`src/rtl/lzx_74hc85.sv`:
```
// ============================================================================
//  Module   : lzx_74hc85
//  Purpose  : 4-bit magnitude comparator with cascade inputs, registered outputs
//  Revision : 1.0
// ============================================================================
`default_nettype none

module lzx_74hc85 (
  input  logic clk,
  input  logic rst,
  input  logic A3,
  input  logic A2,
  input  logic A1,
  input  logic A0,
  input  logic B3,
  input  logic B2,
  input  logic B1,
  input  logic B0,
  input  logic IA_g,
  input  logic IA_e,
  input  logic IA_l,
  output logic QA_g,
  output logic QA_e,
  output logic QA_l
);

  logic [3:0] op_a;
  logic [3:0] op_b;
  logic       a_higher;
  logic       a_lower;
  logic       decided;
  logic       next_g;
  logic       next_e;
  logic       next_l;

  assign op_a = {A3, A2, A1, A0};
  assign op_b = {B3, B2, B1, B0};

  // The first differing bit pair, scanning from the MSB, settles the result.
  always_comb begin
    a_higher = 1'b0;
    a_lower  = 1'b0;
    decided  = 1'b0;
    for (int i = 3; i >= 0; i--) begin
      if (!decided && (op_a[i] != op_b[i])) begin
        decided  = 1'b1;
        a_higher = op_a[i];
        a_lower  = op_b[i];
      end
    end
  end

  // On equality the cascade inputs decide, including the two illegal patterns.
  always_comb begin
    next_g = 1'b0;
    next_e = 1'b0;
    next_l = 1'b0;
    if (a_higher) begin
      next_g = 1'b1;
    end else if (a_lower) begin
      next_l = 1'b1;
    end else begin
      next_g = ~IA_l & ~IA_e;
      next_e = IA_e;
      next_l = ~IA_g & ~IA_e;
    end
  end

  always_ff @(posedge clk or posedge rst) begin
    if (rst) begin
      QA_g <= 1'b0;
      QA_e <= 1'b0;
      QA_l <= 1'b0;
    end else begin
      QA_g <= next_g;
      QA_e <= next_e;
      QA_l <= next_l;
    end
  end

endmodule

`default_nettype wire

```
`config.mk`:
```
export PLATFORM = sky130hd
export DESIGN_NAME = lzx_74hc85
export DESIGN_NICKNAME = d
export VERILOG_FILES = /design/src/rtl/lzx_74hc85.sv
export SDC_FILE = /design/constraint.sdc
export NUM_CORES = 1
export LEC_CHECK = 0
export ABC_AREA = 1
export CORE_AREA = 2 2 39 41
export CTS_BUF_LIST = sky130_fd_sc_hd__clkbuf_16
export CTS_CLUSTER_DIAMETER = 80
export DETAILED_ROUTE_END_ITERATION = 6
export DIE_AREA = 0 0 41 43
export PLACE_DENSITY = 0.53
export SYNTH_ARGS = -nofsm -noshare
export SYNTH_HDL_FRONTEND = slang
export SYNTH_SLANG_ARGS = --single-unit
```
`constraint.sdc`:
```
create_clock -name clk -period 0.8 [get_ports clk]
set_clock_uncertainty 0.05 [all_clocks]
set_input_delay 0.08 -clock clk [delete_from_list [all_inputs] [get_ports clk]]
set_output_delay 0.08 -clock clk [all_outputs]
set_load 0.1 [all_outputs]
```
* Word-level counts from Yosys, hierarchy flattened
Index checks and enable logic that the tools add are counted.
** Word-level totals
- Flip-flop bits (word level) :: 3
- Output and inout bits :: 3
- Word-level logic and storage cells :: 35
** Cells by class
- Equality and inequality tests :: 4
- Mux-type cells :: 17
- Bitwise logic cells :: 5
- Reduce and logical (&&, ||, !) cells :: 6
** Operators with widths (number)
- $mux 1 :: 17
- $ne 1x1->1 :: 4
- $logic_and 1x1->1 :: 3
- $logic_not 1->1 :: 3
- $not 1->1 :: 3
- $and 1x1->1 :: 2

* Longest topological paths before layout
Gate-level depths: netlist of run 1.
- Word-level depth :: 13
- Gate-level depth with buffers :: 11
- Gate-level depth less buffers :: 11

* Worst setup path after synthesis of run 1
OpenSTA, ideal clock, no wires.
- Kind :: input-to-reg
- From :: input port A3
- To :: register QA_l
- Library setup time :: 0.116 ns
- Arrival time :: 0.926 ns
- Required time :: 0.634 ns
- Setup slack :: -0.292 ns
- Cell stages on the path :: 8
- Path buffers :: 0
- Cell sequence :: inv_1 ha_1 nand3_1 nand3b_1 nand2_1 nand2_1 nor2_1 nor2_1
** On the way
- Cells in the longest elaborated chain, start to end :: 13
** Ends and longest elaborated chain
- start, declared :: RTL line 11 : input logic A3,
- $ne 1x1->1 :: RTL line 45 : if (!decided && (op_a[i] != op_b[i])) begin
- $mux 1 :: RTL line 45
- $logic_not 1->1 :: RTL line 45
- $logic_and 1x1->1 :: RTL line 45
- $mux 1 :: RTL line 45
- $logic_not 1->1 :: RTL line 45
- $logic_and 1x1->1 :: RTL line 45
- $mux 1 :: RTL line 45
- $logic_not 1->1 :: RTL line 45
- $logic_and 1x1->1 :: RTL line 45
- $mux 1 :: RTL line 45
- $mux 1 :: RTL line 60 : end else if (a_lower) begin
- $mux 1 * :: RTL line 58 : if (a_higher) begin
- net next_l :: RTL line 34 : logic next_l;
- end signal, assigned :: RTL line 77 : QA_l <= next_l;
- end, declared :: RTL line 24 : output logic QA_l
The timed path passes the listed nets; every way through them passes the cells marked *.

* Worst setup path in the final report of run 1
Ends and elaborated chain as after synthesis.

==> results of run 1 <==
==> area by class of cell <==
| cell class | instances | share of cell area (%) |
|---|---|---|
| Timing Repair Buffer | 16 | 30.3 |
| Multi-Input combinational cell | 36 | 35.8 |
| Clock buffer | 3 | 11.9 |
| Tap cell | 16 | 3.17 |
| Inverter | 8 | 5.94 |
| Sequential cell | 3 | 12.3 |
| Clock inverter | 1 | 0.594 |
==> report_power, final <==
| part | internal [mW] | switching (mW) |
|---|---|---|
| sequential | 0.180 | 0.0201 |
| combinational | 0.211 | 0.305 |
| clock | 0.645 | 0.146 |
| total | 1.04 | 0.471 |
==> critical path, stage by stage <==
cell and delay (ns):
buf_8 0.09, inv_8 0.03, ha_4 0.27, nand3_2 0.07
nand3b_1 0.19, nand2_2 0.09, nand2_1 0.06, nor2_1 0.09
nor2_1 0.04
==> cell usage after synthesis <==
| cell | number | area [µm²] |
|---|---|---|
| nand2_1 | 16 | 60.1 |
| nor2_1 | 8 | 30.0 |
| inv_1 | 6 | 22.5 |
| nand3_1 | 5 | 25.0 |
| dfrtp_1 | 3 | 75.1 |
| ha_1 | 2 | 25.0 |
| inv_2 | 2 | 7.51 |
| nand3b_1 | 2 | 15.0 |
| nand2_2 | 1 | 6.26 |
| o21ai_1 | 1 | 5.00 |
| xor2_2 | 1 | 16.3 |
==> metrics by stage <==
step	instance area (µm²)	hold slack [ns]	setup TNS [ns]	power [mW]
2_1_floorplan	315	-0.216	-0.759	0.490
3_3_place_gp	515	0.209	-2.66	0.697
3_5_place_dp	515	0.215	-2.69	0.702
4_1_cts	629	0.297	-0.746	1.52
5_1_grt	632	0.339	-0.955	1.58
6_report	632	0.295	-0.685	1.51
==> metal layers <==
metal  global-route usage, %  vias up
met4                    8.00        0
met2                    17.2       11
met5                       0        -
met1                    6.43      148
li1                        -      181
met3                    4.71        2
==> registers in the layout (all words and copies together), names as in the netlist <==
name  count
QA_l      1
QA_e      1
QA_g      1
==> path summary, 6_finish.rpt <==
path	endpoint	slack [ns]	cells after the start
worst max-delay path	QA_l	-0.14	9
worst min-delay path	QA_g	0.30	4
max in group asynchronous	QA_e	0.04	3
min in group asynchronous	QA_l	0.54	3
==> timing repair <==
action	in CTS	in global routing
pin swaps	13	2
resized for setup	31	5
endpoints found under the hold margin	3	0
hold buffers	1	0
gates cloned	0	0
endpoints found under the setup margin	6	9
==> cell families (layout without fill, tap and decap cells) <==
family	count (synthesis)	in the layout	share of synthesized area, %
fa+ha+maj	2	2	8.69
compound gates	1	1	1.74
xor+xnor	1	1	5.65
buf+inv	8	28	10.4
flops	3	3	26.1
simple gates	32	32	47.4
==> impl_results.html, run 1 <==
<table>
<tr><th>Metric</th><th>Value</th></tr>
<tr><th colspan="2">Placed design</th></tr>
<tr><td>Post-placement setup slack</td><td>-0.928 ns</td></tr>
<tr><td>Buffers added on ports</td><td>15</td></tr>
<tr><td>GPL Wtd Cong</td><td>0.661</td></tr>
<tr><td>HPWL after detailed placement</td><td>554 µm</td></tr>
<tr><td>Instance count after placement with tap cells included</td><td>78</td></tr>
<tr><th colspan="2">Detailed routing</th></tr>
<tr><td>Vias after detailed routing</td><td>342</td></tr>
<tr><td>Remaining antenna violation count after routing</td><td>0</td></tr>
<tr><td>Count of routing violations after the opening detailed-route iteration</td><td>4</td></tr>
<tr><td>Total Wirelength</td><td>674 µm</td></tr>
<tr><td>Met1 WL</td><td>236 µm</td></tr>
<tr><td>Met2 WL</td><td>377 µm</td></tr>
<tr><td>Detailed-routed wire length on met3</td><td>51 µm</td></tr>
<tr><td>Routed wire per std cell</td><td>8.12 µm</td></tr>
<tr><td>Via-to-Cell Ratio</td><td>4.12</td></tr>
<tr><td>Residual DRC</td><td>0</td></tr>
<tr><td>Number of optimization iterations in the first detailed-route pass</td><td>2</td></tr>
<tr><td>Uppermost layer routed</td><td>met4</td></tr>
<tr><th colspan="2">Clock network</th></tr>
<tr><td>Register clock-pin slew on the reported worst setup and hold paths</td><td>0.03 ns</td></tr>
<tr><td>Clock buffer depth</td><td>2</td></tr>
<tr><td>Clock sinks</td><td>3</td></tr>
<tr><td>TritonCTS Buffers</td><td>3</td></tr>
<tr><td>Cell at the root of the clock tree</td><td>clkbuf_16</td></tr>
<tr><td>CTS tree</td><td>done</td></tr>
<tr><td>Number of post-CTS setup repair buffers</td><td>0</td></tr>
<tr><td>Number of H-tree branching levels</td><td>1</td></tr>
<tr><th colspan="2">Finish</th></tr>
<tr><td>Final net count</td><td>83</td></tr>
<tr><td>Non-filler instance count after layout</td><td>83</td></tr>
<tr><td>Share of the core filled with cells</td><td>45.7%</td></tr>
<tr><td>Seq. cell area</td><td>77.6 µm²</td></tr>
<tr><td>Leading cell type in the layout, fill and taps excluded</td><td>nand2_1</td></tr>
<tr><td>Area of the multi-input gates</td><td>226 µm²</td></tr>
<tr><td>Fraction of final layout cells with drive strength greater than 1</td><td>46.3%</td></tr>
<tr><td>Filler Cells Inserted</td><td>140</td></tr>
<tr><td>Count of antenna diodes in the layout</td><td>0</td></tr>
<tr><td>Top library cells by usage in the layout, fill and taps aside</td><td>nand2_1, nand2_2, inv_1, nor2_1</td></tr>
<tr><td>Area growth from synthesis to layout</td><td>120%</td></tr>
<tr><th colspan="2">Timing</th></tr>
<tr><td>Upper clock frequency limit</td><td>1060 MHz</td></tr>
<tr><td>Setup-failing EPs final</td><td>6</td></tr>
<tr><td>Worst Slack Setup Final</td><td>-0.142 ns</td></tr>
<tr><td>Worst slew margin relative to its limit</td><td>88.1%</td></tr>
<tr><td>Number of endpoints with negative hold slack in the final report</td><td>0</td></tr>
<tr><td>Pins Over Slew Limit</td><td>0</td></tr>
<tr><td>Period minus WS final</td><td>0.942 ns</td></tr>
<tr><td>RSZ-0062 raised after global routing</td><td>true</td></tr>
<tr><td>Actual slew at the worst max-slew pin</td><td>0.178 ns</td></tr>
<tr><td>Final worst path period share</td><td>118%</td></tr>
<tr><th colspan="2">Global routing</th></tr>
<tr><td>Antenna violations before repair</td><td>0</td></tr>
<tr><td>First-pass GRT wire length</td><td>1050 µm</td></tr>
<tr><td>Number of global-route vias before repair</td><td>314</td></tr>
<tr><td>Total Routing Usage GR</td><td>9.64%</td></tr>
<tr><td>Total global routing overflow</td><td>0</td></tr>
<tr><td>Largest net degree at the start of global routing</td><td>5</td></tr>
<tr><th colspan="2">Power</th></tr>
<tr><td>Total power density per cell area</td><td>2390 nW/µm²</td></tr>
<tr><td>Peak VDD IR</td><td>0.000678 V</td></tr>
<tr><td>Total leakage power</td><td>0.313 nW</td></tr>
<tr><th colspan="2">Floorplanning</th></tr>
<tr><td>Starting Density</td><td>20.8%</td></tr>
<tr><td>Die Span X</td><td>41 µm</td></tr>
<tr><td>Die span in y</td><td>43 µm</td></tr>
<tr><td>Area of the die</td><td>1760 µm²</td></tr>
<tr><td>Placement row count</td><td>14</td></tr>
<tr><td>Placeable core area</td><td>1380 µm²</td></tr>
<tr><td>Top-Level Pins</td><td>16</td></tr>
<tr><th colspan="2">Worst setup path</th></tr>
<tr><td>Crit path kind</td><td>in -&gt; reg</td></tr>
<tr><td>Type of origin of the critical path</td><td>input port</td></tr>
<tr><td>Required arrival time at the worst endpoint</td><td>0.87 ns</td></tr>
<tr><td>Crit path launch</td><td>A3</td></tr>
<tr><td>Critical Path End Type</td><td>register</td></tr>
<tr><td>Largest fanout of any net on the critical path</td><td>4</td></tr>
<tr><td>Worst Path Arrival</td><td>1.01 ns</td></tr>
<tr><th colspan="2">Run</th></tr>
<tr><td>Number of maximum-capacitance constraint violations</td><td>0</td></tr>
<tr><th colspan="2">Synth</th></tr>
<tr><td>Yosys warns</td><td>0</td></tr>
<tr><td>Seq/Total Area, Yosys</td><td>26.1%</td></tr>
<tr><td>Mapped cell area</td><td>288 µm²</td></tr>
<tr><td>Total of flip-flops plus latches after synthesis</td><td>3</td></tr>
<tr><td>Synth Net Count</td><td>62</td></tr>
<tr><td>Count of mapped cells out of synthesis</td><td>47</td></tr>
<tr><td>Unique masters post-synth</td><td>11</td></tr>
<tr><td>Synth Area per Inst</td><td>6.12 µm²</td></tr>
<tr><th colspan="2">Hold path</th></tr>
<tr><td>Worst hold path startpoint</td><td>B0</td></tr>
<tr><td>Min-Delay Path Class</td><td>in -&gt; reg</td></tr>
<tr><th colspan="2">Status</th></tr>
<tr><td>Violated checks</td><td>negative setup slack</td></tr>
<tr><td>Status</td><td>complete, but fails checks</td></tr>
</table>
(Power assumes the default switching activity.)
==> inputs of run 2 (changes only) <==
- SKIP_CTS_REPAIR_TIMING: unset -> 1
==> run 2 against run 1 <==
Effect of this change:
- the run ends with negative hold slack, negative setup slack left
- cell count down 1.2%
- critical path depth unchanged
- power down 0.43%
- setup slack about the same
- sequential cell count unchanged
- worst hold slack worse by 0.32 ns
- clock power about the same
- combinational power down 0.8%
- largest power group unchanged
- highest routed layer unchanged
==> impl_results.html, run 2 (synthesis results as in run 1) <==
<table>
<tr><th>Metric</th><th>Value</th></tr>
<tr><th colspan="2">Status</th></tr>
<tr><td>Status</td><td>complete, but fails checks (unchanged)</td></tr>
<tr><td>Violated checks</td><td>negative hold slack, negative setup slack (was negative setup slack)</td></tr>
<tr><th colspan="2">Timing</th></tr>
<tr><td>Setup-failing EPs final</td><td>6 (unchanged)</td></tr>
<tr><td>Upper clock frequency limit</td><td>1060 MHz (about the same)</td></tr>
<tr><td>Final sum of negative setup slack</td><td>-0.696 ns (was -0.685 ns)</td></tr>
<tr><td>Final worst path period share</td><td>118% (about the same)</td></tr>
<tr><td>RSZ-0062 raised after global routing</td><td>true (unchanged)</td></tr>
<tr><td>Hold WS</td><td>-0.0255 ns (was 0.295 ns)</td></tr>
<tr><td>Worst slew margin relative to its limit</td><td>87.9% (was 88.1%)</td></tr>
<tr><td>Number of endpoints with negative hold slack in the final report</td><td>3 (was 0)</td></tr>
<tr><td>Worst Slack Setup Final</td><td>-0.142 ns (about the same)</td></tr>
<tr><td>Pins Over Slew Limit</td><td>0 (unchanged)</td></tr>
<tr><td>Actual slew at the worst max-slew pin</td><td>0.181 ns (was 0.178 ns)</td></tr>
<tr><td>Period minus WS final</td><td>0.942 ns (about the same)</td></tr>
<tr><th colspan="2">Clock network</th></tr>
<tr><td>Cell at the root of the clock tree</td><td>clkbuf_16 (unchanged)</td></tr>
<tr><td>TritonCTS Buffers</td><td>3 (unchanged)</td></tr>
<tr><td>Clock buffer depth</td><td>2 (unchanged)</td></tr>
<tr><td>CTS tree</td><td>done (unchanged)</td></tr>
<tr><td>Clock sinks</td><td>3 (unchanged)</td></tr>
<tr><td>Register clock-pin slew on the reported worst setup and hold paths</td><td>0.03 ns (about the same)</td></tr>
<tr><td>Number of H-tree branching levels</td><td>1 (unchanged)</td></tr>
<tr><th colspan="2">Detailed routing</th></tr>
<tr><td>Routed wire per std cell</td><td>8.33 µm (was 8.12 µm)</td></tr>
<tr><td>Residual DRC</td><td>0 (unchanged)</td></tr>
<tr><td>Vias after detailed routing</td><td>342 (unchanged)</td></tr>
<tr><td>Number of optimization iterations in the first detailed-route pass</td><td>2 (unchanged)</td></tr>
<tr><td>Count of routing violations after the opening detailed-route iteration</td><td>3 (was 4)</td></tr>
<tr><td>Via-to-Cell Ratio</td><td>4.17 (was 4.12)</td></tr>
<tr><td>Total Wirelength</td><td>683 µm (was 674 µm)</td></tr>
<tr><td>Remaining antenna violation count after routing</td><td>0 (unchanged)</td></tr>
<tr><th colspan="2">Global routing</th></tr>
<tr><td>Largest net degree at the start of global routing</td><td>5 (unchanged)</td></tr>
<tr><td>Antenna violations before repair</td><td>0 (unchanged)</td></tr>
<tr><td>Number of global-route vias before repair</td><td>294 (was 314)</td></tr>
<tr><td>Total global routing overflow</td><td>0 (unchanged)</td></tr>
<tr><td>First-pass GRT wire length</td><td>1040 µm (was 1050 µm)</td></tr>
<tr><td>Total Routing Usage GR</td><td>9.54% (was 9.64%)</td></tr>
<tr><th colspan="2">Worst setup path</th></tr>
<tr><td>Critical Path End Type</td><td>register (unchanged)</td></tr>
<tr><td>Crit path kind</td><td>in -&gt; reg (unchanged)</td></tr>
<tr><td>Type of origin of the critical path</td><td>input port (unchanged)</td></tr>
<tr><td>Crit path launch</td><td>A3 (unchanged)</td></tr>
<tr><td>Slowest-stage cell, CP</td><td>ha_4 (unchanged)</td></tr>
<tr><td>Required arrival time at the worst endpoint</td><td>0.87 ns (about the same)</td></tr>
<tr><td>Slowest stage delay, CP</td><td>0.27 ns (about the same)</td></tr>
<tr><td>Cell Chain, Critical Path</td><td>buf_8 &gt; inv_8 &gt; ha_4 &gt; nand3_2 &gt; nand3b_1 &gt; nand2_2 &gt; nand2_2 &gt; nor2_1 &gt; nor2_1 (was buf_8 &gt; inv_8 &gt; ha_4 &gt; nand3_2 &gt; nand3b_1 &gt; nand2_2 &gt; nand2_1 &gt; nor2_1 &gt; nor2_1)</td></tr>
<tr><td>Largest fanout of any net on the critical path</td><td>4 (unchanged)</td></tr>
<tr><td>Worst Path Arrival</td><td>1.01 ns (about the same)</td></tr>
<tr><th colspan="2">Finish</th></tr>
<tr><td>Leading cell type in the layout, fill and taps excluded</td><td>nand2_1 (unchanged)</td></tr>
<tr><td>Area growth from synthesis to layout</td><td>121% (was 120%)</td></tr>
<tr><td>Biggest regs</td><td>QA_e x1, QA_g x1, QA_l x1 (unchanged)</td></tr>
<tr><td>Fraction of final layout cells with drive strength greater than 1</td><td>37.9% (was 46.3%)</td></tr>
<tr><td>Area of all placed cells without fillers</td><td>637 µm² (was 632 µm²)</td></tr>
<tr><td>Top library cells by usage in the layout, fill and taps aside</td><td>nand2_1, inv_1, dlymetal6s2s_1 (was nand2_1, nand2_2, inv_1, nor2_1)</td></tr>
<tr><td>Count of antenna diodes in the layout</td><td>0 (unchanged)</td></tr>
<tr><td>Final net count</td><td>82 (was 83)</td></tr>
<tr><td>Filler Cells Inserted</td><td>142 (was 140)</td></tr>
<tr><td>Non-filler instance count after layout</td><td>82 (was 83)</td></tr>
<tr><th colspan="2">Floorplanning</th></tr>
<tr><td>Placement row count</td><td>14 (unchanged)</td></tr>
<tr><td>Top-Level Pins</td><td>16 (unchanged)</td></tr>
<tr><td>Starting Density</td><td>20.8% (unchanged)</td></tr>
<tr><td>Die Span X</td><td>41 µm (unchanged)</td></tr>
<tr><td>Placeable core area</td><td>1380 µm² (unchanged)</td></tr>
<tr><td>Die span in y</td><td>43 µm (unchanged)</td></tr>
<tr><td>Area of the die</td><td>1760 µm² (unchanged)</td></tr>
<tr><th colspan="2">Placed design</th></tr>
<tr><td>Post-placement setup slack</td><td>-0.928 ns (unchanged)</td></tr>
<tr><td>Buffers added on ports</td><td>15 (unchanged)</td></tr>
<tr><td>Instance count after placement with tap cells included</td><td>78 (unchanged)</td></tr>
<tr><td>Standard cell area after detailed placement</td><td>515 µm² (unchanged)</td></tr>
<tr><td>HPWL after detailed placement</td><td>554 µm (unchanged)</td></tr>
<tr><td>GPL Wtd Cong</td><td>0.661 (unchanged)</td></tr>
<tr><th colspan="2">Power</th></tr>
<tr><td>Total chip power</td><td>1.50 mW (was 1.51 mW)</td></tr>
<tr><td>Share of total power in the clock network</td><td>52.5% (about the same)</td></tr>
<tr><td>Switch share</td><td>31.1% (was 31.2%)</td></tr>
<tr><td>Reg power frac</td><td>13.4% (was 13.3%)</td></tr>
<tr><td>Peak VDD IR</td><td>0.000672 V (was 0.000678 V)</td></tr>
<tr><td>Internal</td><td>1.03 mW (was 1.04 mW)</td></tr>
<tr><td>Total leakage power</td><td>0.359 nW (was 0.313 nW)</td></tr>
<tr><td>Combinational power share</td><td>34.1% (was 34.3%)</td></tr>
<tr><td>Switching pwr</td><td>0.467 mW (was 0.471 mW)</td></tr>
<tr><td>Total power density per cell area</td><td>2360 nW/µm² (was 2390 nW/µm²)</td></tr>
<tr><th colspan="2">Hold path</th></tr>
<tr><td>Min-Delay Path Class</td><td>in -&gt; async (was in -&gt; reg)</td></tr>
<tr><th colspan="2">Run</th></tr>
<tr><td>Number of maximum-capacitance constraint violations</td><td>0 (unchanged)</td></tr>
</table>
==> run 2: cell count changes in the layout (fill, tap and decap cells not counted), sizes merged <==
cell	delta
clkdlybuf4s15	-3
dlymetal6s2s	+6
dlygate4sd2	-2
clkbuf	-1
dlygate4sd3	-1
==> run 2: worst max-delay path, delay by kind of cell <==
kind	cells	cell delay, ns
simple gates	6	0.54
fa+ha+maj	1	0.27
buf+inv	2	0.12
==> run 2: final cells by class <==
type / instances / area, µm² / share of cell area (%)
Multi-Input combinational cell: 36 / 221 / 34.8
Sequential cell: 3 / 77.6 / 12.2
Timing Repair Buffer: 15 / 201 / 31.6
Tap cell: 16 / 20.0 / 3.14
Inverter: 8 / 37.5 / 5.89
Clock buffer: 3 / 75.1 / 11.8
Clock inverter: 1 / 3.75 / 0.589
==> run 2: worst max path at each step <==
| stage | slack, ns | end | cells past startpoint |
|---|---|---|---|
| after CTS | -0.69 | QA_l | 9 |
| after detailed placement | -0.93 | QA_l | 9 |
| after global routing | -0.22 | QA_l | 9 |
| after floorplan | -0.21 | QA_l | 0 |
| final | -0.14 | QA_l | 9 |
| after global placement | -0.91 | QA_l | 9 |
==> run 2: power groups by stage <==
stage	Combinational, mW	Sequential (mW)	Clock (mW)
5_1_grt	0.547	0.201	0.826
3_3_place_gp	0.496	0.201	0
2_1_floorplan	0.119	0.371	0
3_5_place_dp	0.499	0.203	0
6_report	0.512	0.200	0.788
4_1_cts	0.500	0.201	0.808
==> run 2: stage by stage <==
| step | utilization (%) | hold slack (ns) |
|---|---|---|
| finish | 46.0 | -0.0255 |
| global route | 46.0 | -0.0143 |
| CTS | 42.9 | -0.0236 |
| detailed placement | 37.3 | 0.215 |
| global placement | 37.3 | 0.209 |
| floorplan | - | -0.216 |
==> run 2: routing by layer <==
metal  GRT usage (%)  vias to the layer above  routed length [µm]
li1                -                      178                   -
met1            7.07                      151                 232
met2            16.3                       11                 381
met3            4.71                        2                  61
met4            8.00                        0                   8
met5               0                        -                   0
==> inputs of run 3 (changes only) <==
- PLACE_DENSITY: 0.53 -> unset
- PLACE_DENSITY_LB_ADDON: unset -> 0.15
==> run 3 against run 2 <==
Effect of this change:
- sequential power is essentially flat
- largest power group unchanged
- core utilization grew 0.90 points
- the flow still finishes with violations (negative hold slack, negative setup slack)
- wire length shrank 11%
- die area is the same
- cell count grew 3.7%
- via count grew 1.2%
- worst hold slack gained 0.00081 ns
- sequential share of layout area shrank 0.23 points
- first-iteration DRC count shrank 67%
- power shrank 1.1%
==> impl_results.html, run 3 (synthesis results as in run 1) <==
<table>
<tr><th>Metric</th><th>Value</th></tr>
<tr><th colspan="2">Status</th></tr>
<tr><td>Status</td><td>complete, but fails checks (unchanged)</td></tr>
<tr><td>Violated checks</td><td>negative hold slack, negative setup slack (unchanged)</td></tr>
<tr><th colspan="2">Floorplanning</th></tr>
<tr><td>Starting Density</td><td>20.8% (unchanged)</td></tr>
<tr><td>Placeable core area</td><td>1380 µm² (unchanged)</td></tr>
<tr><td>Area of the die</td><td>1760 µm² (unchanged)</td></tr>
<tr><td>Die span in y</td><td>43 µm (unchanged)</td></tr>
<tr><td>Die Span X</td><td>41 µm (unchanged)</td></tr>
<tr><td>Top-Level Pins</td><td>16 (unchanged)</td></tr>
<tr><td>Placement row count</td><td>14 (unchanged)</td></tr>
<tr><th colspan="2">Placed design</th></tr>
<tr><td>Buffers added on ports</td><td>15 (unchanged)</td></tr>
<tr><td>HPWL after detailed placement</td><td>496 µm (was 554 µm)</td></tr>
<tr><td>GPL Wtd Cong</td><td>0.698 (was 0.661)</td></tr>
<tr><th colspan="2">Worst setup path</th></tr>
<tr><td>Slowest-stage cell, CP</td><td>clkdlybuf4s50_1 (was ha_4)</td></tr>
<tr><td>Library cell appearing most often on the critical path</td><td>nand3_1</td></tr>
<tr><td>Buf/Inv on CP</td><td>2 (unchanged)</td></tr>
<tr><td>Cell Chain, Critical Path</td><td>clkdlybuf4s50_1 &gt; inv_1 &gt; nor2_2 &gt; o21ai_2 &gt; nand3_1 &gt; nand3_1 (was buf_8 &gt; inv_8 &gt; ha_4 &gt; nand3_2 &gt; nand3b_1 &gt; nand2_2 &gt; nand2_2 &gt; nor2_1 &gt; nor2_1)</td></tr>
<tr><td>Crit path kind</td><td>in -&gt; reg (unchanged)</td></tr>
<tr><td>Largest fanout of any net on the critical path</td><td>3 (was 4)</td></tr>
<tr><td>Critical Path End Type</td><td>register (unchanged)</td></tr>
<tr><td>Type of origin of the critical path</td><td>input port (unchanged)</td></tr>
<tr><td>Required arrival time at the worst endpoint</td><td>0.85 ns (was 0.87 ns)</td></tr>
<tr><td>Family with the most delay on the worst path</td><td>buffers and inverters (was simple AND/OR/NAND/NOR gates)</td></tr>
<tr><td>Worst Path Arrival</td><td>0.97 ns (was 1.01 ns)</td></tr>
<tr><td>Slowest stage delay, CP</td><td>0.49 ns (was 0.27 ns)</td></tr>
<tr><th colspan="2">Power</th></tr>
<tr><td>Total power density per cell area</td><td>2290 nW/µm² (was 2360 nW/µm²)</td></tr>
<tr><td>Peak VDD IR</td><td>0.000795 V (was 0.000672 V)</td></tr>
<tr><td>Total leakage power</td><td>0.365 nW (was 0.359 nW)</td></tr>
<tr><th colspan="2">Clock network</th></tr>
<tr><td>CTS tree</td><td>done (unchanged)</td></tr>
<tr><td>Clock sinks</td><td>3 (unchanged)</td></tr>
<tr><td>Clock buffer depth</td><td>2 (unchanged)</td></tr>
<tr><td>TritonCTS Buffers</td><td>3 (unchanged)</td></tr>
<tr><td>Cell at the root of the clock tree</td><td>clkbuf_16 (unchanged)</td></tr>
<tr><td>Register clock-pin slew on the reported worst setup and hold paths</td><td>0.03 ns (about the same)</td></tr>
<tr><td>Number of H-tree branching levels</td><td>1 (unchanged)</td></tr>
<tr><th colspan="2">Global routing</th></tr>
<tr><td>Total Routing Usage GR</td><td>10.4% (was 9.54%)</td></tr>
<tr><td>Largest net degree at the start of global routing</td><td>5 (unchanged)</td></tr>
<tr><td>Antenna violations before repair</td><td>0 (unchanged)</td></tr>
<tr><td>First-pass GRT wire length</td><td>1140 µm (was 1040 µm)</td></tr>
<tr><td>Number of global-route vias before repair</td><td>317 (was 294)</td></tr>
<tr><td>Total global routing overflow</td><td>0 (unchanged)</td></tr>
<tr><th colspan="2">Run</th></tr>
<tr><td>Number of maximum-capacitance constraint violations</td><td>0 (unchanged)</td></tr>
<tr><th colspan="2">Detailed routing</th></tr>
<tr><td>Total Wirelength</td><td>611 µm (was 683 µm)</td></tr>
<tr><td>Routed wire per std cell</td><td>7.19 µm (was 8.33 µm)</td></tr>
<tr><td>Number of optimization iterations in the first detailed-route pass</td><td>2 (unchanged)</td></tr>
<tr><td>Count of routing violations after the opening detailed-route iteration</td><td>1 (was 3)</td></tr>
<tr><td>Residual DRC</td><td>0 (unchanged)</td></tr>
<tr><td>Remaining antenna violation count after routing</td><td>0 (unchanged)</td></tr>
<tr><td>Via-to-Cell Ratio</td><td>4.07 (was 4.17)</td></tr>
<tr><td>Vias after detailed routing</td><td>346 (was 342)</td></tr>
<tr><th colspan="2">Finish</th></tr>
<tr><td>Count of antenna diodes in the layout</td><td>0 (unchanged)</td></tr>
<tr><td>Top library cells by usage in the layout, fill and taps aside</td><td>nand2_1, inv_1, nor2_1 (was nand2_1, inv_1, dlymetal6s2s_1)</td></tr>
<tr><td>Seq. cell area</td><td>77.6 µm² (unchanged)</td></tr>
<tr><td>Share of the core filled with cells</td><td>46.9% (was 46.0%)</td></tr>
<tr><td>Leading cell type in the layout, fill and taps excluded</td><td>nand2_1 (unchanged)</td></tr>
<tr><td>Fraction of final layout cells with drive strength greater than 1</td><td>36.2% (was 37.9%)</td></tr>
<tr><td>Filler Cells Inserted</td><td>146 (was 142)</td></tr>
<tr><td>Area growth from synthesis to layout</td><td>126% (was 121%)</td></tr>
<tr><td>Area of the multi-input gates</td><td>214 µm² (was 221 µm²)</td></tr>
<tr><td>Biggest regs</td><td>QA_e x1, QA_g x1, QA_l x1 (unchanged)</td></tr>
<tr><td>Final net count</td><td>85 (was 82)</td></tr>
<tr><th colspan="2">Timing</th></tr>
<tr><td>Worst slew margin relative to its limit</td><td>86.3% (was 87.9%)</td></tr>
<tr><td>Final worst path period share</td><td>115% (was 118%)</td></tr>
<tr><td>Upper clock frequency limit</td><td>1080 MHz (was 1060 MHz)</td></tr>
<tr><td>Setup-failing EPs final</td><td>6 (unchanged)</td></tr>
<tr><td>Period minus WS final</td><td>0.922 ns (was 0.942 ns)</td></tr>
<tr><td>Actual slew at the worst max-slew pin</td><td>0.205 ns (was 0.181 ns)</td></tr>
<tr><td>Worst Slack Setup Final</td><td>-0.122 ns (was -0.142 ns)</td></tr>
<tr><td>Number of endpoints with negative hold slack in the final report</td><td>3 (unchanged)</td></tr>
<tr><td>Hold WS</td><td>-0.0247 ns (was -0.0255 ns)</td></tr>
<tr><td>RSZ-0062 raised after global routing</td><td>true (unchanged)</td></tr>
<tr><td>Pins Over Slew Limit</td><td>0 (unchanged)</td></tr>
<tr><th colspan="2">Hold path</th></tr>
<tr><td>Min-Delay Path Class</td><td>in -&gt; async (unchanged)</td></tr>
</table>
[run 3: routing by layer]
metal / track usage [%] / vias up / part of all wire (%)
met5: 0 / - / 0
met4: 12.0 / 0 / 3.1
met3: 3.14 / 2 / 5.7
met2: 14.4 / 10 / 54
met1: 10.7 / 148 / 37
li1: - / 186 / -
[run 3: per-stage QoR]
stage | TNS [ns] | power, mW | setup WS, ns | cell area [µm²] | cells
after floorplan | -0.759 | 0.490 | -0.213 | 315 | 47
after global placement | -2.62 | 0.705 | -0.889 | 531 | 80
after detailed placement | -2.66 | 0.707 | -0.902 | 531 | 80
after CTS | -2.34 | 1.49 | -0.683 | 609 | 84
after global routing | -1.07 | 1.56 | -0.253 | 649 | 85
final | -0.692 | 1.48 | -0.122 | 649 | 85
[run 3: cell type report]
cell class,instances,area share [%]
timing repair buffer,18,34.1
multi-input combinational,36,32.9
sequential,3,11.9
clock buffer,3,11.6
inverter,8,5.78
tap,16,3.08
clock inverter,1,0.578
[run 3: worst max path at each step]
stage	start	to	slack [ns]	depth (start not counted)
finish	A0	QA_g	-0.12	6
global route	A3	QA_l	-0.25	9
CTS	A3	QA_l	-0.68	9
detailed placement	A3	QA_l	-0.90	9
global placement	A3	QA_l	-0.89	9
floorplan	QA_l	QA_l	-0.21	0
[run 3: power breakdown]
group | internal (mW) | total [mW] | switching [mW]
Sequential | 0.180 | 0.200 | 0.0197
Combinational | 0.215 | 0.513 | 0.299
Clock | 0.644 | 0.771 | 0.128
